<file path="src/rtl/keypad_pkg.sv">
// Shared types and constants for the keypad receive path: FSM states,
// row/column geometry, the hex key map and a lowest-set-bit index helper.
package keypad_pkg;

  localparam int unsigned ROWS = 4;
  localparam int unsigned COLS = 4;

  typedef logic [1:0] idx_t;

  typedef enum logic [1:0] {
    IDLE,
    DEB_PRESS,
    HELD,
    DEB_RELEASE
  } state_e;

  localparam logic [3:0] KEY_MAP [ROWS][COLS] = '{
    '{4'h1, 4'h2, 4'h3, 4'hA},
    '{4'h4, 4'h5, 4'h6, 4'hB},
    '{4'h7, 4'h8, 4'h9, 4'hC},
    '{4'hE, 4'h0, 4'hF, 4'hD}
  };

  function automatic idx_t first_set(input logic [3:0] v);
    idx_t idx;
    logic found;
    idx   = '0;
    found = 1'b0;
    for (int unsigned i = 0; i < 4; i++) begin
      if (v[i] && !found) begin
        idx   = idx_t'(i);
        found = 1'b1;
      end
    end
    return idx;
  endfunction

endpackage

</file>
<file path="src/rtl/keypad_row_decoder_sync_2ff.sv">
// Two-flop synchronizer for asynchronous inputs, with a configurable
// reset value so idle-high lines come out of reset inactive.
module sync_2ff #(
  parameter int unsigned           WIDTH     = 1,
  parameter logic [WIDTH-1:0]      RESET_VAL = '0
) (
  input  logic             clk,
  input  logic             reset,
  input  logic [WIDTH-1:0] d,
  output logic [WIDTH-1:0] q
);

  logic [WIDTH-1:0] meta_q, meta_d;
  logic [WIDTH-1:0] sync_q, sync_d;

  always_comb begin
    meta_d = d;
    sync_d = meta_q;
  end

  always_ff @(posedge clk) begin
    if (reset) begin
      meta_q <= RESET_VAL;
      sync_q <= RESET_VAL;
    end else begin
      meta_q <= meta_d;
      sync_q <= sync_d;
    end
  end

  assign q = sync_q;

endmodule

</file>
<file path="src/rtl/keypad_row_decoder.sv">
// Keypad row decoder: synchronizes rows against the scanned column, debounces
// press/release and emits a hex key code. KEYPAD_REPEAT_EN adds auto-repeat.
module keypad_row_decoder
  import keypad_pkg::*;
#(
  parameter logic [15:0] DEBOUNCE_CYCLES = 16'd50000,
  parameter logic [23:0] REPEAT_CYCLES   = 24'd2000000
) (
  input  logic            clk,
  input  logic            reset,
  input  logic [COLS-1:0] col_onehot,
  input  logic [ROWS-1:0] rows_n,
  output logic [3:0]      key,
  output logic            key_valid,
  output logic            key_held
);

  localparam int unsigned      CNT_W    = $clog2(DEBOUNCE_CYCLES);
  localparam logic [CNT_W-1:0] CNT_LAST = CNT_W'(DEBOUNCE_CYCLES - 16'd1);

  logic [ROWS-1:0]  arow_n;
  logic [COLS-1:0]  col_d1_q, col_d1_d, acol_q, acol_d;
  state_e           state_q, state_d;
  idx_t             lrow_q, lrow_d, lcol_q, lcol_d;
  logic [CNT_W-1:0] cnt_q, cnt_d, cnt_inc;
  logic [3:0]       key_q, key_d;
  logic             key_valid_q, key_valid_d;
  logic             key_held_q, key_held_d;
  logic             qualified, lcol_match, release_seen, press_seen, rpt_fire;

  sync_2ff #(
    .WIDTH     (ROWS),
    .RESET_VAL ('1)
  ) u_row_sync (
    .clk   (clk),
    .reset (reset),
    .d     (rows_n),
    .q     (arow_n)
  );

  // Only observations on the locked column can abort a debounce window.
  assign qualified    = $onehot(acol_q);
  assign lcol_match   = qualified && acol_q[lcol_q];
  assign release_seen = lcol_match && arow_n[lrow_q];
  assign press_seen   = lcol_match && !arow_n[lrow_q];
  assign cnt_inc      = (cnt_q == '1) ? cnt_q : cnt_q + 1'b1;

`ifdef KEYPAD_REPEAT_EN
  localparam int unsigned      RPT_W    = $clog2(REPEAT_CYCLES);
  localparam logic [RPT_W-1:0] RPT_LAST = RPT_W'(REPEAT_CYCLES - 24'd1);

  logic [RPT_W-1:0] rpt_q, rpt_d;

  // Runs only while HELD persists; any other state or a release clears it.
  always_comb begin
    rpt_d    = '0;
    rpt_fire = 1'b0;
    if (state_q == HELD && !release_seen) begin
      if (rpt_q == RPT_LAST) rpt_fire = 1'b1;
      else                   rpt_d    = rpt_q + 1'b1;
    end
  end

  always_ff @(posedge clk) begin
    if (reset) rpt_q <= '0;
    else       rpt_q <= rpt_d;
  end
`else
  assign rpt_fire = 1'b0;
  if (REPEAT_CYCLES == '0) begin : g_no_repeat
  end
`endif

  always_comb begin
    col_d1_d    = col_onehot;
    acol_d      = col_d1_q;
    state_d     = state_q;
    lrow_d      = lrow_q;
    lcol_d      = lcol_q;
    cnt_d       = cnt_q;
    key_d       = key_q;
    key_valid_d = 1'b0;
    key_held_d  = key_held_q;
    unique case (state_q)
      IDLE: begin
        if (qualified && arow_n != '1) begin
          state_d = DEB_PRESS;
          lcol_d  = first_set(acol_q);
          lrow_d  = first_set(~arow_n);
          cnt_d   = '0;
        end
      end
      DEB_PRESS: begin
        cnt_d = cnt_inc;
        if (release_seen) begin
          state_d = IDLE;
        end else if (cnt_inc == CNT_LAST) begin
          state_d     = HELD;
          key_d       = KEY_MAP[lrow_q][lcol_q];
          key_valid_d = 1'b1;
        end
      end
      HELD: begin
        key_held_d = 1'b1;
        if (release_seen) begin
          state_d = DEB_RELEASE;
          cnt_d   = '0;
        end else if (rpt_fire) begin
          key_valid_d = 1'b1;
        end
      end
      DEB_RELEASE: begin
        cnt_d = cnt_inc;
        if (press_seen) begin
          state_d = HELD;
        end else if (cnt_inc == CNT_LAST) begin
          state_d    = IDLE;
          key_held_d = 1'b0;
        end
      end
      default: state_d = IDLE;
    endcase
  end

  always_ff @(posedge clk) begin
    if (reset) begin
      col_d1_q    <= '0;
      acol_q      <= '0;
      state_q     <= IDLE;
      lrow_q      <= '0;
      lcol_q      <= '0;
      cnt_q       <= '0;
      key_q       <= '0;
      key_valid_q <= 1'b0;
      key_held_q  <= 1'b0;
    end else begin
      col_d1_q    <= col_d1_d;
      acol_q      <= acol_d;
      state_q     <= state_d;
      lrow_q      <= lrow_d;
      lcol_q      <= lcol_d;
      cnt_q       <= cnt_d;
      key_q       <= key_d;
      key_valid_q <= key_valid_d;
      key_held_q  <= key_held_d;
    end
  end

  assign key       = key_q;
  assign key_valid = key_valid_q;
  assign key_held  = key_held_q;

endmodule

</file>
<file path="config.mk">
export PLATFORM = sky130hd
export DESIGN_NAME = keypad_row_decoder
export DESIGN_NICKNAME = d
export VERILOG_FILES = /design/src/rtl/keypad_pkg.sv /design/src/rtl/keypad_row_decoder_sync_2ff.sv /design/src/rtl/keypad_row_decoder.sv
export SDC_FILE = /design/constraint.sdc
export NUM_CORES = 1
export LEC_CHECK = 0
export CORE_MARGIN = 2
export CORE_UTILIZATION = 50
export CTS_BUF_LIST = sky130_fd_sc_hd__clkbuf_8
export DETAILED_ROUTE_END_ITERATION = 12
export PLACE_DENSITY = 0.74
export SYNTH_ARGS = -nofsm -noshare
export SYNTH_HDL_FRONTEND = slang
export SYNTH_SLANG_ARGS = --single-unit
export TNS_END_PERCENT = 20
</file>
<file path="constraint.sdc">
create_clock -name clk -period 7.15 [get_ports clk]
set_clock_uncertainty 0.05 [all_clocks]
set_input_delay 1.43 -clock clk [delete_from_list [all_inputs] [get_ports clk]]
set_output_delay 1.43 -clock clk [all_outputs]
set_load 0.01 [all_outputs]
</file>
* Yosys cells after proc, flatten, opt, wreduce, memory -nomap -nowiden
Index checks and enable logic that the tools add are counted.
** Storage, ports and cells
- Output and inout port bits :: 6
- Word-level logic and storage cells :: 112
- Input bits :: 10
- Bits in registers :: 44
** Cells by class
- Bitwise gates (word level) :: 5
- Reduce and logical (&&, ||, !) cells :: 26
- Add/sub/neg operators :: 4
- Eq/ne operators :: 13
- Order comparisons :: 4
- Mux-type cells :: 49
** Operator list (count)
- $mux 16 :: 5
- $pmux 16 s3 :: 1
- $bmux 16 s2 :: 1
- $eq 16x16->1 const B :: 2
- $mux 1 :: 25
- $mux 2 :: 10
- $add 16x1->16 const B :: 1
- $logic_and 1x1->1 :: 10
- $bmux 4 s2 :: 1
- $mux 4 :: 2
- $ne 2x2->1 const B :: 4
- $pmux 2 s4 :: 1
- $logic_not 1->1 :: 7
- $ge 3x3->1 const B :: 2
- $lt 2x3->1 const B :: 2
- $ne 3x3->1 const B :: 2
- $not 2->3 :: 2
- $reduce_and 3->1 :: 2
- $add 1x1->2 :: 2
- $bmux 1 s2 :: 2
- $eq 2x2->1 const B :: 2
- $ne 4x4->1 const B :: 1
- $not 4->4 :: 1
- $reduce_and 2->1 :: 2
- other kinds (10) :: 11

* Logic depth before layout (Yosys ltp)
Gate-level depths: netlist (run 1).
- Word-level depth :: 19
- Mapped depth :: 11
- Depth with buffers taken out :: 11

* Hierarchy
Synthesis (run 1) repeated with hierarchy kept, for this count alone.
** Unflattened totals
- Cell total of the unflattened synthesis :: 293
- Area, all modules :: 2516.2 sq um
** Modules (own cells, without submodules)
- keypad_row_decoder :: area each 2306.0 sq um, cells each 277, seq. area each 720.7 sq um, times used 1
- sync_2ff :: area each 210.2 sq um, cells each 16, seq. area each 160.2 sq um, times used 1

* Least setup slack after synthesis (run 1)
No wires, ideal clock.
- Kind :: flip-flop to flip-flop
- Start point :: reg cnt_q[0]
- End point :: reg key_q[3] (netlist: key[3])
- Setup time :: 0.070 ns
- Period minus slack after synthesis :: 2.778 ns
- Setup slack :: 4.372 ns
- Data required time :: 7.030 ns
- Arrival time :: 2.658 ns
- Stages on the path, launching flop included :: 10
- Path buffers :: 1
- Cells stage by stage :: dfxtp_1 -> ha_1 -> buf_2 -> nand2_1 -> or3_4 -> nor3_1 -> mux2_2 -> or3_1 -> or4_1 -> a21oi_1
** Between the ends
- Cells in the longest elaborated chain, start to end :: 4
- Elaborated cells between the ends (all ways) :: 5
- Those cells by class :: add/sub (1); eq/ne (2); mux (1); reduce/logical (1)
** Ends and longest elaborated chain
- from (decl) :: line keypad_row_decoder.sv:25 : logic [CNT_W-1:0] cnt_q, cnt_d, cnt_inc;
- from (signal assigned) :: line keypad_row_decoder.sv:142 : cnt_q <= cnt_d;
- $add 16x1->16 / $eq 16x16->1 (equally long branches) :: line keypad_row_decoder.sv:46 : assign cnt_inc = (cnt_q == '1) ? cnt_q : cnt_q + 1'b1;
- $mux 16 (*) :: line keypad_row_decoder.sv:46
- $eq 16x16->1 (*) :: line keypad_row_decoder.sv:97 : end else if (cnt_inc == CNT_LAST) begin
- $reduce_and 3->1 (no line) (*)
- to (signal assigned) :: line keypad_row_decoder.sv:143 : key_q <= key_d;
- to (decl) :: line keypad_row_decoder.sv:26 : logic [3:0] key_q, key_d;
Every way passes the cells marked *; elsewhere a longest branch is shown, timed or not.
A chain may end at the register's enable or synchronous reset.

* Worst setup path after layout (run 1)
Same ends and word-level chain as after synthesis.

==> flow_summary.rst, run 1 <==
.. list-table::
   :header-rows: 1

   * - Metric
     - Value
   * - Run status
     - completed
   * - Routability Congestion
     - 0.866
   * - Worst-case setup slack after placement
     - 3.93 ns
   * - Type of element launching the critical path
     - register
   * - Hold Path End
     - u_row_sync.q[3]
   * - H-Tree Depth
     - 2
   * - Area of combinational cells with multiple inputs
     - 1380 sq um
   * - Total power divided by cell area
     - 186 nW/um^2
   * - EDFF count, synth
     - 0
   * - Clock buffer count from CTS
     - 5
   * - Critical setup path kind
     - register to register
   * - Mean instance size in the synthesized netlist
     - 8.40 sq um
   * - Global-route usage over all layers
     - 0.199
   * - Number of synthesis warnings
     - 0
   * - Critical-path cell list
     - ha_1 -> nand2_1 -> or3_4 -> nor3_1 -> mux2_2 -> or3_1 -> or4_1 -> a21oi_1
   * - CTS Root Cell
     - clkbuf_8
   * - CP endpoint kind
     - register
   * - Post-synth ARST share
     - 0
   * - Fraction of the yosys area taken by sequential cells
     - 0.366
   * - Number of cells on the worst reg-to-reg path
     - 8
   * - Horizontal extent of the die
     - 73.4 um
   * - Number of hold-repair buffers added at the cts stage
     - 0
   * - Reported max-cap violation count
     - 0
   * - Syn Nets
     - 303
   * - Worst hold path depth
     - 1
   * - Area of the core region
     - 4690 sq um
   * - Clock net sink count
     - 44
   * - Start point of the worst min-delay path
     - u_row_sync.meta_q[3]
   * - Minimum clock period
     - 3.22 ns
   * - Number of I/O port buffers
     - 15
   * - Timing-limited maximum frequency
     - 0.310 GHz
   * - Number of hold-slack violations in the final timing report
     - 0
   * - Share of the cycle needed by the critical path after routing
     - 0.450
   * - Number of violations reported at the end of detailed-routing iteration 0
     - 205
   * - Initial antenna violation count
     - 0
   * - Number of remaining DRC errors
     - 0
   * - Buffer count from post-CTS setup fixing
     - 0
   * - Fraction of layout instances using a drive strength above 1
     - 0.110
   * - Clock-pin slew on the worst setup and hold paths
     - 0.09 ns
   * - Final max-slew violation count
     - 0
   * - Ports
     - 16
   * - Final setup violation count
     - 0
   * - Tightest Pin Transition
     - 0.926 ns
   * - Commonest non-fill, non-tap cell in the layout
     - dfxtp_1
   * - Final routed wire length divided by cell count
     - 13.8 um
   * - Post-synthesis instance total
     - 287
   * - Top library cells by usage in the layout, fill and taps aside
     - dfxtp_1 (44), nand2_1 (36), a21oi_1 (21)
   * - Diodes inserted
     - 0
   * - Top FF cell, synth
     - dfxtp_1
   * - Area grow syn2layout
     - 9.81%
   * - Fin Setup TNS
     - 0 ns
   * - Number of global-route vias before repair
     - 1820
   * - Max-Slew Margin vs Limit
     - 0.382
   * - Post-synthesis register bit count
     - 44
   * - Worst-path maximum fanout
     - 12
   * - Worst VDD drop
     - 0.000103 V
   * - Wire length of the first global-routing pass
     - 8.41 mm
   * - Max incr delay on CP
     - 0.56 ns
   * - Slack of the worst reg-to-reg path
     - 3.93 ns
   * - Die outline area
     - 5390 sq um
   * - CTS Buffer Depth
     - 2
   * - TritonCTS clock tree
     - built
   * - Sequential cell area
     - 881 sq um
   * - Resized cells post-CTS
     - 0
   * - FILL cells
     - 440
   * - Vertical die dimension
     - 73.4 um
   * - Crit path DAT
     - 3.40 ns
   * - Layout Nets
     - 305
   * - # rows
     - 25
   * - Total Routed Length
     - 4.73 mm
   * - First-pass DRT Iterations
     - 5
   * - Total congestion overflow
     - 0
   * - Half-perimeter wire length of the detailed placement result
     - 3.31 mm
   * - Unrepaired setup endpoints after global routing
     - false
   * - Critical register-to-register path endpoint
     - key[3]
   * - Post-synth cell types
     - 54
   * - Clock latency of the later-clocked register in the worst-skew pair
     - 0.29 ns
   * - Type of the most critical hold path
     - register to register
   * - Fin worst setup slack
     - 3.93 ns
   * - Leakage power
     - 0.870 nW
   * - Pin count of the biggest net entering global routing
     - 45
   * - Post-DR vias/cell
     - 5.84
   * - Cell area after technology mapping
     - 2410 sq um
   * - Cell with the largest stage delay on the worst path
     - or4_1
   * - Worst reg2reg startpoint
     - cnt_q[0]
   * - Number of vias after detailed routing
     - 2008
   * - Number of nets with antenna violations after routing
     - 0
   * - Power Total
     - 0.492 mW
   * - Initial core utilization
     - 0.514
   * - Critical path data required time
     - 7.33 ns
[flip-flops by register name (all words and copies together), names as in the netlist]
register and count:
cnt_q 16, acol_d 4, acol_q 4, key 4, u_row_sync.meta_q 4, u_row_sync.q 4
lcol_q 2, lrow_q 2, state_q 2, key_held 1, key_valid 1
[power breakdown]
group	total, mW	switching (mW)	internal [mW]
registers	0.260	0.00897	0.251
clock network	0.192	0.0870	0.105
logic	0.0400	0.0229	0.0172
[cell usage after synthesis, types with 5 or more instances]
cell type | n | area, sq um
a211oi_1 | 5 | 37.5
a21oi_1 | 21 | 105
a311oi_1 | 7 | 61.3
a31oi_1 | 8 | 50.1
buf_2 | 5 | 25.0
clkbuf_1 | 12 | 45.0
dfxtp_1 | 44 | 881
ha_1 | 5 | 62.6
inv_1 | 10 | 37.5
nand2_1 | 36 | 135
nand3_1 | 10 | 50.1
nor2_1 | 18 | 67.6
nor2b_1 | 11 | 68.8
o21ai_0 | 20 | 100
or2_2 | 9 | 56.3
[per-stage QoR]
stage | hold WS, ns | utilization | cells | instance area [sq um]
floorplan | 0.339 | - | 287 | 2410
global placement | 0.341 | 0.539 | 336 | 2530
detailed placement | 0.346 | 0.539 | 336 | 2530
CTS | 0.367 | 0.564 | 344 | 2650
global route | 0.384 | 0.564 | 344 | 2650
finish | 0.365 | 0.564 | 344 | 2650
[worst max-delay path by stage]
| stage | slack [ns] | endpoint | cells after the start | startpoint |
|---|---|---|---|---|
| floorplan | 4.37 | key[3] | 9 | cnt_q[0] |
| global placement | 4.04 | key[3] | 8 | cnt_q[0] |
| detailed placement | 3.93 | key[3] | 8 | cnt_q[0] |
| finish | 3.93 | key[3] | 8 | cnt_q[0] |
| CTS | 3.91 | key[3] | 8 | cnt_q[0] |
| global route | 3.71 | cnt_q[4] | 11 | acol_q[0] |
[kinds of logic after synthesis]
logic type | synth area share
simple gates | 0.278
fa+ha+maj | 0.0343
xor+xnor | 0.00727
buf+inv | 0.0602
mux | 0.0363
flops | 0.366
compound gates | 0.218
[metal layers]
metal  track usage  share of wire
met1         0.288           0.51
met2         0.292           0.44
met3        0.0370          0.040
met4        0.0727         0.0089
met5             0              0
[critical path, delay by kind of cell, from the launching register on]
kind | cells | cell delay (ns)
and+or+nand+nor | 5 | 1.81
DFF | 1 | 0.43
muxes | 1 | 0.37
adders and majority gates | 1 | 0.36
AOI/OAI and AO/OA | 1 | 0.15
[final cells by class]
| type | count | share of cell area |
|---|---|---|
| inverters | 11 | 0.0156 |
| flip-flops and latches | 44 | 0.333 |
| clock inverters | 3 | 0.0175 |
| repair buffers | 16 | 0.0596 |
| multi-input cells | 211 | 0.523 |
| well taps | 54 | 0.0255 |
| clock buffers | 5 | 0.0260 |
(Power assumes the default switching activity.)
==> run 2: changes to the inputs <==
Clock period 7.15 ns to 3.3 ns, I/O delays scaled along.
==> run 2 against run 1 <==
Compared with the run above:
- routed wire length rose by 9.1%
- worst hold slack worse by 0.0018 ns
- critical path type unchanged
- die area is the same
- combinational power rose to 2.6 times the previous value
- core utilization up 1.3 points
- non-clock buffer count increased by 8
- via count grew 3.9%
- final cell count increased by 2.3%
- design area increased by 2.3%
- highest routed layer unchanged
==> flow_summary.rst, run 2 (same netlist as run 1, synthesis figures left out) <==
.. list-table::
   :header-rows: 1

   * - Metric
     - Value
   * - CTS Root Cell
     - clkbuf_8 (unchanged)
   * - Max-Slew Margin vs Limit
     - 0.671 (was 0.382)
   * - TritonCTS clock tree
     - built (unchanged)
   * - Die outline area
     - 5390 sq um (unchanged)
   * - Total Routed Length
     - 5.16 mm (was 4.73 mm)
   * - Clock net sink count
     - 44 (unchanged)
   * - Worst-case setup slack after placement
     - 0.399 ns (was 3.93 ns)
   * - Fin Setup TNS
     - 0 ns (unchanged)
   * - Leakage power
     - 0.909 nW (was 0.870 nW)
   * - Vertical die dimension
     - 73.4 um (unchanged)
   * - Half-perimeter wire length of the detailed placement result
     - 3.69 mm (was 3.31 mm)
   * - Number of remaining DRC errors
     - 0 (unchanged)
   * - Wire length of the first global-routing pass
     - 8.82 mm (was 8.41 mm)
   * - Area of the core region
     - 4690 sq um (unchanged)
   * - Post-Route M1 WL
     - 2.52 mm (was 2.39 mm)
   * - Critical-path cell list
     - nand4_4 -> or3_4 -> nor3_1 -> mux2_2 -> or3_1 -> or4_1 -> a21oi_1 (was ha_1 -> nand2_1 -> or3_4 -> nor3_1 -> mux2_2 -> or3_1 -> or4_1 -> a21oi_1)
   * - # rows
     - 25 (unchanged)
   * - Global-route usage over all layers
     - 0.210 (was 0.199)
   * - Cell with the largest stage delay on the worst path
     - dfxtp_1 (was or4_1)
   * - Number of hold-repair buffers added at the cts stage
     - 0 (unchanged)
   * - Crit path DAT
     - 3.14 ns (was 3.40 ns)
   * - Top reg by flops
     - cnt_q (unchanged)
   * - Type of the most critical hold path
     - register to register (unchanged)
   * - Number of hold-slack violations in the final timing report
     - 0 (unchanged)
   * - Initial core utilization
     - 0.514 (unchanged)
   * - Fin worst setup slack
     - 0.357 ns (was 3.93 ns)
   * - Max incr delay on CP
     - 0.55 ns (was 0.56 ns)
   * - Uppermost routed layer
     - met4 (unchanged)
   * - Clock buffer count from CTS
     - 5 (unchanged)
   * - Critical path's top delay family
     - simple AND/OR/NAND/NOR gates (unchanged)
   * - Pin count of the biggest net entering global routing
     - 28 (was 45)
   * - CTS Buffer Depth
     - 2 (unchanged)
   * - Ports
     - 16 (unchanged)
   * - Clock latency of the later-clocked register in the worst-skew pair
     - 0.31 ns (was 0.29 ns)
   * - Total congestion overflow
     - 0 (unchanged)
   * - Total power divided by cell area
     - 402 nW/um^2 (was 186 nW/um^2)
   * - Worst-path maximum fanout
     - 10 (was 12)
   * - Layout Nets
     - 313 (was 305)
   * - Critical path data required time
     - 3.50 ns (was 7.33 ns)
   * - Commonest non-fill, non-tap cell in the layout
     - dfxtp_1 (unchanged)
   * - Post-DR vias/cell
     - 5.93 (was 5.84)
   * - Number of global-route vias before repair
     - 1888 (was 1820)
   * - Number of nets with antenna violations after routing
     - 0 (unchanged)
   * - Number of vias after detailed routing
     - 2087 (was 2008)
   * - FILL cells
     - 429 (was 440)
   * - Flip-flop count of the largest register, all copies and words added
     - 16 (unchanged)
   * - Final routed wire length divided by cell count
     - 14.7 um (was 13.8 um)
   * - Share of the core filled with cells
     - 0.577 (was 0.564)
   * - Critical setup path kind
     - register to register (unchanged)
   * - Unrepaired setup endpoints after global routing
     - false (unchanged)
   * - Count of buffer and inverter cells on the critical path
     - 0 (unchanged)
   * - Area of combinational cells with multiple inputs
     - 1380 sq um (unchanged)
   * - H-Tree Depth
     - 2 (unchanged)
   * - Routability Congestion
     - 0.892 (was 0.866)
   * - Timing-limited maximum frequency
     - 0.340 GHz (was 0.310 GHz)
   * - Buffer count from post-CTS setup fixing
     - 0 (unchanged)
   * - Share of the cycle needed by the critical path after routing
     - 0.892 (was 0.450)
   * - Top library cells by usage in the layout, fill and taps aside
     - dfxtp_1 (44), nand2_1 (36), a21oi_1 (21) (unchanged)
   * - Horizontal extent of the die
     - 73.4 um (unchanged)
   * - Sequential cell area
     - 881 sq um (unchanged)
   * - Reported max-cap violation count
     - 0 (unchanged)
   * - Tightest Pin Transition
     - 0.492 ns (was 0.926 ns)
   * - Area grow syn2layout
     - 12.3% (was 9.81%)
   * - Number of violations reported at the end of detailed-routing iteration 0
     - 159 (was 205)
   * - Clock-pin slew on the worst setup and hold paths
     - 0.09 ns (about the same)
   * - First-pass DRT Iterations
     - 4 (was 5)
   * - Type of element launching the critical path
     - register (unchanged)
   * - Worst VDD drop
     - 0.000268 V (was 0.000103 V)
   * - Run status
     - completed (unchanged)
   * - Diodes inserted
     - 0 (unchanged)
   * - Met3 routed WL
     - 201 um (was 190 um)
   * - Final max-slew violation count
     - 0 (unchanged)
   * - Final setup violation count
     - 0 (unchanged)
   * - Resized cells post-CTS
     - 0 (unchanged)
   * - Number of I/O port buffers
     - 15 (unchanged)
   * - CP endpoint kind
     - register (unchanged)
   * - Fraction of layout instances using a drive strength above 1
     - 0.134 (was 0.110)
   * - Routed length on met2
     - 2.37 mm (was 2.11 mm)
   * - Minimum clock period
     - 2.94 ns (was 3.22 ns)
   * - Initial antenna violation count
     - 0 (unchanged)
## run 2: layout make-up
cell class | instances | share of cell area
multi-input cells | 211 | 0.511
flip-flops and latches | 44 | 0.325
repair buffers | 24 | 0.0804
clock buffers | 5 | 0.0254
well taps | 54 | 0.0250
clock inverters | 3 | 0.0171
inverters | 11 | 0.0153
## run 2: final timing paths
| path | from | end | slack (ns) | cells after the start |
|---|---|---|---|---|
| hold / removal | u_row_sync.meta_q[3] | u_row_sync.q[3] | 0.36 | 1 |
| setup / recovery | cnt_q[3] | key[3] | 0.36 | 7 |
| hold reg to reg | u_row_sync.meta_q[3] | u_row_sync.q[3] | 0.36 | 1 |
| setup reg to reg | cnt_q[3] | key[3] | 0.36 | 7 |
## run 2: routing by layer
layer | vias up | GRT usage
li1 | 1057 | -
met1 | 972 | 0.290
met2 | 49 | 0.322
met3 | 9 | 0.0480
met4 | 0 | 0.0788
met5 | - | 0
## run 2: worst register-to-register path: stages, from the launching register on
cell and delay (ns):
dfxtp_1 0.55, nand4_4 0.18, or3_4 0.46, nor3_1 0.17, mux2_2 0.37, or3_1 0.41, or4_1 0.55, a21oi_1 0.14
## run 2: per-stage QoR
stage | instance area (sq um) | cells | hold WS (ns) | power [mW]
3_5_place_dp | 2590 | 344 | 0.343 | 0.668
5_1_grt | 2710 | 352 | 0.377 | 1.13
4_1_cts | 2710 | 352 | 0.364 | 1.10
6_report | 2710 | 352 | 0.363 | 1.09
2_1_floorplan | 2410 | 287 | 0.339 | 0.634
3_3_place_gp | 2590 | 344 | 0.341 | 0.664
## run 2: report_power, final
group / internal (mW) / leakage (nW) / switching [mW]
Combinational: 0.0418 / 0.496 / 0.0604
Sequential: 0.544 / 0.358 / 0.0110
Clock: 0.228 / 0.0548 / 0.204
==> run 3: changes to the inputs <==
Settings changed: CORE_UTILIZATION 50 to 60, PLACE_DENSITY 0.74 to 0.86.
==> run 3 against run 2 <==
Compared with the run above:
- final cell count fell by 1.1%
- power shrank 0.75%
- worst setup slack got worse by 0.084 ns
- die area is 16% lower
- combinational power hardly changed
- non-clock buffer count unchanged
- register-to-register slack got worse by 0.08 ns
- first-iteration DRC count is 42% higher
- count of clock-buffer cells in the layout stayed put
- clock power down 2%
- worst hold slack better by 0.0030 ns
- fmax decreased by 2.8%
- critical endpoint unchanged
==> flow_summary.rst, run 3 (same netlist as run 1, synthesis figures left out) <==
.. list-table::
   :header-rows: 1

   * - Metric
     - Value
   * - Diodes inserted
     - 0 (unchanged)
   * - Total congestion overflow
     - 0 (unchanged)
   * - Design internal power
     - 0.814 mW (about the same)
   * - Number of remaining DRC errors
     - 0 (unchanged)
   * - Number of hold-repair buffers added at the cts stage
     - 0 (unchanged)
   * - Post-Route M1 WL
     - 2.32 mm (was 2.52 mm)
   * - Initial antenna violation count
     - 0 (unchanged)
   * - Worst-path maximum fanout
     - 8 (was 10)
   * - TritonCTS clock tree
     - built (unchanged)
   * - Launch point of the critical path
     - cnt_q[5] (was cnt_q[3])
   * - Timing-limited maximum frequency
     - 0.330 GHz (was 0.340 GHz)
   * - Fraction of power consumed by combinational cells
     - 0.096 (was 0.094)
   * - Initial core utilization
     - 0.611 (was 0.514)
   * - First-pass DRT Iterations
     - 4 (unchanged)
   * - Worst reg2reg startpoint
     - cnt_q[5] (was cnt_q[3])
   * - Smallest hold slack
     - 0.366 ns (was 0.363 ns)
   * - Sequential Power Share
     - 0.513 (was 0.509)
   * - Ports
     - 16 (unchanged)
   * - Number of I/O port buffers
     - 15 (unchanged)
   * - Worst VDD drop
     - 0.000349 V (was 0.000268 V)
   * - Start point of the worst min-delay path
     - u_row_sync.meta_q[1] (was u_row_sync.meta_q[3])
   * - Global-route usage over all layers
     - 0.240 (was 0.210)
   * - Max-Slew Margin vs Limit
     - 0.501 (was 0.671)
   * - Max incr delay on CP
     - 0.55 ns (about the same)
   * - Flip-flop count of the largest register, all copies and words added
     - 16 (unchanged)
   * - Run status
     - completed (unchanged)
   * - Vertical die dimension
     - 67.4 um (was 73.4 um)
   * - Cell with the largest stage delay on the worst path
     - or4_1 (was dfxtp_1)
   * - Half-perimeter wire length of the detailed placement result
     - 3.56 mm (was 3.69 mm)
   * - Pin count of the biggest net entering global routing
     - 29 (was 28)
   * - Number of nets with antenna violations after routing
     - 0 (unchanged)
   * - Critical-path cell list
     - nand4_4 -> or3_4 -> nor3_1 -> mux2_2 -> or3_1 -> or4_1 -> a21oi_1 (unchanged)
   * - Post-DR vias/cell
     - 5.95 (was 5.93)
   * - Commonest non-fill, non-tap cell in the layout
     - dfxtp_1 (unchanged)
   * - Die outline area
     - 4540 sq um (was 5390 sq um)
   * - Fraction of layout instances using a drive strength above 1
     - 0.138 (was 0.134)
   * - Horizontal extent of the die
     - 67.4 um (was 73.4 um)
   * - Area grow syn2layout
     - 12.3% (unchanged)
   * - Top library cells by usage in the layout, fill and taps aside
     - dfxtp_1 (44), nand2_1 (36), a21oi_1 (21) (unchanged)
   * - Clock net sink count
     - 44 (unchanged)
   * - Total Routed Length
     - 5.04 mm (was 5.16 mm)
   * - Number of violations reported at the end of detailed-routing iteration 0
     - 226 (was 159)
   * - Type of element launching the critical path
     - register (unchanged)
   * - Minimum clock period
     - 3.03 ns (was 2.94 ns)
   * - Reported max-cap violation count
     - 0 (unchanged)
   * - Layout Nets
     - 313 (unchanged)
   * - Tightest Pin Transition
     - 0.746 ns (was 0.492 ns)
   * - Final max-slew violation count
     - 0 (unchanged)
   * - Final routed wire length divided by cell count
     - 14.5 um (was 14.7 um)
   * - CTS Buffer Depth
     - 2 (unchanged)
   * - Wire length of the first global-routing pass
     - 8.16 mm (was 8.82 mm)
   * - Buffer count from post-CTS setup fixing
     - 0 (unchanged)
   * - Final setup violation count
     - 0 (unchanged)
   * - Clock latency of the later-clocked register in the worst-skew pair
     - 0.30 ns (was 0.31 ns)
   * - Clock buffer count from CTS
     - 5 (unchanged)
   * - Number of hold-slack violations in the final timing report
     - 0 (unchanged)
   * - CTS Root Cell
     - clkbuf_8 (unchanged)
   * - Crit path DAT
     - 3.22 ns (was 3.14 ns)
   * - Leakage power
     - 0.915 nW (was 0.909 nW)
   * - Critical setup path kind
     - register to register (unchanged)
   * - Number of vias after detailed routing
     - 2072 (was 2087)
   * - Unrepaired setup endpoints after global routing
     - false (unchanged)
   * - Number of global-route vias before repair
     - 1771 (was 1888)
   * - Fin Setup TNS
     - 0 ns (unchanged)
   * - Clk pwr share
     - 0.392 (was 0.397)
   * - Total power divided by cell area
     - 399 nW/um^2 (was 402 nW/um^2)
   * - Top reg by flops
     - cnt_q (unchanged)
   * - Switching power as a share of total power
     - 0.247 (was 0.253)
   * - Area of the core region
     - 3940 sq um (was 4690 sq um)
   * - Resized cells post-CTS
     - 0 (unchanged)
   * - Routed length on met2
     - 2.23 mm (was 2.37 mm)
   * - # rows
     - 23 (was 25)
   * - FILL cells
     - 300 (was 429)
   * - CP endpoint kind
     - register (unchanged)
   * - Routability Congestion
     - 0.989 (was 0.892)
   * - Met3 routed WL
     - 422 um (was 201 um)
   * - Critical path data required time
     - 3.49 ns (was 3.50 ns)
   * - H-Tree Depth
     - 2 (unchanged)
   * - Share of the cycle needed by the critical path after routing
     - 0.917 (was 0.892)
   * - Type of the most critical hold path
     - register to register (unchanged)
   * - Clock-pin slew on the worst setup and hold paths
     - 0.09 ns (about the same)
   * - Net switching component of the power
     - 0.267 mW (was 0.275 mW)
   * - Uppermost routed layer
     - met4 (unchanged)
run 3: cell counts in the layout (fill, tap and decap cells not counted):
Identical to the previous run, type by type.
run 3: final timing paths:
check                          to  slack (ns)  cells past startpoint
setup / recovery           key[3]        0.27                      7
hold / removal    u_row_sync.q[1]        0.37                      1
setup reg to reg           key[3]        0.27                      7
hold reg to reg   u_row_sync.q[1]        0.37                      1
run 3: power groups by stage:
stage	registers, mW	clock network (mW)	logic, mW
CTS	0.554	0.428	0.101
global route	0.556	0.447	0.115
global placement	0.566	0	0.0971
detailed placement	0.567	0	0.101
finish	0.554	0.423	0.103
floorplan	0.562	0	0.0721
run 3: layer usage:
layer  vias to the layer above  track usage
met1                       925        0.321
met5                         -            0
met3                         7       0.0533
li1                       1057            -
met4                         0       0.0893
met2                        83        0.377
run 3: cell type report:
type	instances	area, sq um	share of cell area
Timing Repair Buffer	24	218	0.0804
Inverter	11	41.3	0.0153
Sequential cell	44	881	0.325
Clock inverter	3	46.3	0.0171
Clock buffer	5	68.8	0.0254
Tap cell	50	62.6	0.0231
Multi-Input combinational cell	211	1390	0.513
run 3: per-stage QoR:
step	cells	total power [mW]	utilization	setup slack, ns	area (sq um)
finish	348	1.08	0.686	0.272	2710
global route	348	1.12	0.686	0.154	2710
CTS	348	1.08	0.685	0.216	2700
detailed placement	340	0.668	0.656	0.234	2590
global placement	340	0.663	0.656	0.395	2590
floorplan	287	0.634	-	0.522	2410
run 3: worst max-delay path: cells and delay by family (launching register included):
family	cells	cell delay, ns
muxes	1	0.38
DFF	1	0.54
AOI/OAI and AO/OA	1	0.15
and+or+nand+nor	5	1.84
==> RTL change 1 (config.mk and constraints of run 3) <==
Build with the macro `KEYPAD_REPEAT_EN` defined.
--- a/src/rtl/keypad_row_decoder.sv
+++ b/src/rtl/keypad_row_decoder.sv
@@ -1,5 +1,7 @@
 // Keypad row decoder: synchronizes rows against the scanned column, debounces
 // press/release and emits a hex key code. KEYPAD_REPEAT_EN adds auto-repeat.
+`define KEYPAD_REPEAT_EN
+
 module keypad_row_decoder
   import keypad_pkg::*;
 #(
Check against the original RTL: same outputs for any inputs over 10 cycles, from zero or initial values and one cycle with reset high; that may be too few to reach the edited logic, so the function may still have changed.
==> RTL change 1 against run 3 <==
Power increased by 75%; routed wire length rose by 47%; setup slack lost 0.070 ns; synthesized cell count grew 43%; global-route usage rose by 1.5 points; synthesized area increased by 40%; first-iteration DRC count up 13%; sequential cell count up 21; final area up 43%; critical path type unchanged; critical endpoint is now state_q[1]; largest power group unchanged.
==> RTL change 1: results (changes against run 3) <==
worst_hold_path:
  hp-start: "u_row_sync.meta_q[2]"  # was u_row_sync.meta_q[1]
  whs_endpoint: "u_row_sync.q[2]"  # was u_row_sync.q[1]
routing:
  firstDrtPassIters: 5  # was 4
  drt-total-wl_microns: 7410  # was 5040 microns
  met3_length_microns: 507  # was 422 microns
  drt_iter0_drc: 255  # was 226
  avgRoutedWirePerCell_microns: 14.6  # was 14.5 microns
  wl_met1_microns: 3170  # was 2320 microns
yosys:
  synthesis.nets: 432  # was 303
  yosys-mux-area-fraction: 0.0341  # was 0.0363
  synth-compound-area-share: 0.152  # was 0.218
  synth_fa_ha_area_frac: 0.0468  # was 0.0343
  synth_seq_area_share: 0.386  # was 0.366
  synth_xor_area_frac: 0.0519  # was 0.00727
  netlist_top_cells_count: "65 x dfxtp_1, 57 x nor2_1, 26 x nand2_1"  # was 44 x dfxtp_1, 36 x nand2_1, 21 x a21oi_1
grt:
  grt_max_degree: 46  # was 29
  globalRouteMet2Util: 0.417  # was 0.377
  grtUsageTotal: 0.254  # was 0.240
  globalRouteMet3Util: 0.0841  # was 0.0533
final_layout:
  fill_cells: 424  # was 300
  final-clk-cell-share: 0.0557  # was 0.0425
  num-nonclk-buffers: 29  # was 24
  register_area_sq_mm: 0.00130  # was 881 sq um
  multi_input_gates: 310  # was 211
  nClkBuffers: 11  # was 5
sta:
  relSlewSlack: 0.569  # was 0.501
  post-route-min-period_ns: 3.10  # was 3.03 ns
power:
  pg_comb_uw: 363  # was 103 uW
  p_sw_frac: 0.292  # was 0.247
place:
  dpl_cell_area_sq_mm: 0.00363  # was 0.00259 sq mm
  post-place-cells: 491  # was 340
worst_setup_path:
  r2r_cells: 9  # was 7
  ff2ff_setup_slack_ns: 0.20  # was 0.27 ns
  r2r-start: "cnt_q[1]"  # was cnt_q[5]
  r2r-end: "state_q[1]"  # was key[3]
outcome:
  status: "complete, no violations"  # unchanged
-- RTL change 1: changes by cell type after synthesis, moves of 7 or more --
| cell | run 3 | this run |
|---|---|---|
| dfxtp_1 | 44 | 65 |
| nand3_1 | 10 | 20 |
| nor3_1 | 4 | 15 |
| nor2_1 | 18 | 57 |
| xor2_1 | 1 | 13 |
| a311oi_1 | 7 | 0 |
| nand2_1 | 36 | 26 |
-- RTL change 1: worst max-delay path, cell delays in order, from the launching register on --
cell and delay (ns):
dfxtp_1 0.43, ha_2 0.28, nand4_1 0.21, buf_4 0.24
nor3_1 0.30, mux2i_1 0.29, o2111ai_1 0.16, o41a_1 0.44
or4_1 0.49, a21oi_1 0.13
-- RTL change 1: worst max-delay path by stage --
stage	end	cells past startpoint
2_1_floorplan	state_q[1]	12
3_3_place_gp	state_q[1]	12
3_5_place_dp	cnt_q[5]	12
4_1_cts	cnt_q[5]	12
5_1_grt	state_q[1]	9
6_report	state_q[1]	9
==> RTL change 2 (config.mk and constraints of run 3) <==
Without the edit above. The output `key_valid` loses its register stage (`key_valid_q` becomes a continuous assignment).
--- a/src/rtl/keypad_row_decoder.sv
+++ b/src/rtl/keypad_row_decoder.sv
@@ -131,7 +131,6 @@
       lcol_q      <= '0;
       cnt_q       <= '0;
       key_q       <= '0;
-      key_valid_q <= 1'b0;
       key_held_q  <= 1'b0;
     end else begin
       col_d1_q    <= col_d1_d;
@@ -141,10 +140,11 @@
       lcol_q      <= lcol_d;
       cnt_q       <= cnt_d;
       key_q       <= key_d;
-      key_valid_q <= key_valid_d;
       key_held_q  <= key_held_d;
     end
   end
+
+  assign key_valid_q = key_valid_d;
 
   assign key       = key_q;
   assign key_valid = key_valid_q;
Behaviour: same outputs for any inputs over 10 cycles, from zero or initial values and one cycle with reset high; that may be too few to reach the edited logic, so the function may still have changed.
==> RTL change 2 against run 3 <==
Critical path depth up 3; routed wire length increased by 7.3%; synthesized area decreased by 2.2%; power fell by 6.0%; largest cell class unchanged; setup slack worse by 0.17 ns; sequential cell count fell by 1; critical path type is now flip-flop to primary output; non-clock buffer count grew 25; first-iteration DRC count rose by 4.9%; combinational power up 30%; final area rose by 5.7%.
==> RTL change 2: results (changes against run 3) <==
clock_tree:
  clockBufferDepth: 2  # unchanged
  clk_pin_slew_ns: 0.08
  cts-htree-levels: 2  # unchanged
  cts_made_buffers: 5  # unchanged
  cts-root-buf: "clkbuf_8"  # unchanged
routing:
  highest_layer: "met4"  # unchanged
  wl_met1_microns: 2200  # was 2320 microns
  vias_per_cell: 6.05  # was 5.95
  drt_iter0_drc: 237  # was 226
  vias: 2222  # was 2072
  wl_met2_microns: 2890  # was 2230 microns
  firstDrtPassIters: 6  # was 4
  avgRoutedWirePerCell_microns: 14.7  # was 14.5 microns
  met3_length_microns: 255  # was 422 microns
place:
  place_ws_ns: -0.0533  # was 0.234 ns
  routabilityCongestion: 0.917  # was 0.989
  dpl_cell_area_sq_mm: 0.00273  # was 0.00259 sq mm
  post-place-cells: 358  # was 340
  dp_hpwl_microns: 3870  # was 3560 microns
  io_buffers: 15  # unchanged
final_layout:
  drive_gt1_frac: 0.241  # was 0.138
  num_antenna_cells: 0  # unchanged
  fill_cells: 267  # was 300
  top_register: "cnt_q"  # unchanged
  nNetsFinal: 334  # was 313
  largest_register_ffs: 16  # unchanged
yosys:
  netlist-cell-type-count: 54  # unchanged
  synth_seq_area_share: 0.365  # was 0.366
  synthesis.nets: 298  # was 303
  yosysWarnings: 0  # unchanged
  netlist_top_cells_count: "43 x dfxtp_1, 24 x a21oi_1, 23 x nor2_1"  # was 44 x dfxtp_1, 36 x nand2_1, 21 x a21oi_1
  async_flop_share: 0  # unchanged
  avgSynthCellArea_sq_um: 8.36  # was 8.40 sq um
  synth_area_leaders: "dfxtp_1 37%, a21oi_1 5.1%, nor2_1 3.7%"  # was dfxtp_1 37%, nand2_1 5.6%, a21oi_1 4.4%
worst_setup_path:
  crit_path_max_fanout: 3  # was 8
  cp_slowest_cell: "fa_1"  # was or4_1
  critPathMaxStageDelay_ns: 0.57  # was 0.55 ns
  cp.arrival_ns: 2.48  # was 3.22 ns
  crit_family: "adder cells"  # was simple AND/OR/NAND/NOR gates
  r2r_cells: 8  # was 7
worst_hold_path:
  holdCritPathClass: "flip-flop to flip-flop"  # unchanged
  whs_path_depth: 1  # unchanged
grt:
  grt_max_degree: 28  # was 29
  grt_pass1_vias: 2044  # was 1771
  grt_first_pass_wirelength_microns: 8970  # was 8160 microns
  antenna_found_initial: 0  # unchanged
  grtUsageTotal: 0.265  # was 0.240
power:
  ir_worst_vdd_uv: 321  # was 349 uV
  p_leak_nw: 1.05  # was 0.915 nW
sta:
  tightest_slew_ns: 0.601  # was 0.746 ns
outcome:
  status: "complete, no violations"  # unchanged
RTL change 2: layout make-up:
cell class              count  area share
clock inverters             3     0.00700
flip-flops and latches     43       0.302
multi-input cells         207       0.490
inverters                  12      0.0157
clock buffers               5      0.0241
well taps                  48      0.0210
repair buffers             49       0.140
RTL change 2: final timing paths:
check	end	from	slack (ns)
setup / recovery	key_valid	acol_q[1]	0.11
hold / removal	u_row_sync.q[2]	u_row_sync.meta_q[2]	0.36
setup reg to reg	state_q[1]	cnt_q[0]	0.49
hold reg to reg	u_row_sync.q[2]	u_row_sync.meta_q[2]	0.36
RTL change 2: metal layers:
metal	track usage	vias up
met5	0	-
met4	0.0867	0
met3	0.0557	8
met2	0.481	75
met1	0.307	1052
li1	-	1087
RTL change 2: power breakdown:
part | leakage [nW] | internal (mW) | total, mW | switching, mW
combinational | 0.658 | 0.0604 | 0.134 | 0.0734
sequential | 0.351 | 0.533 | 0.545 | 0.0114
clock | 0.0402 | 0.147 | 0.337 | 0.190
RTL change 2: timing repair:
action,CTS,global route
setup buffers,0,1
gates resized for setup,5,10
cloned,0,0
endpoints found under the setup margin,1,1
pin swaps,0,5
RTL change 2: logic make-up (layout without fill, tap and decap cells):
logic type	count (synthesis)	count (layout)	share of synthesized area
flops	43	43	0.365
buf+inv	32	69	0.0568
mux	12	12	0.0648
simple gates	128	128	0.321
fa+ha+maj	6	6	0.0350
compound gates	60	60	0.153
xor+xnor	1	1	0.00372
RTL change 2: through the flow:
step	util	power, mW
2_1_floorplan	-	0.636
3_3_place_gp	0.734	0.678
3_5_place_dp	0.734	0.683
4_1_cts	0.758	1.02
5_1_grt	0.770	1.06
6_report	0.770	1.02
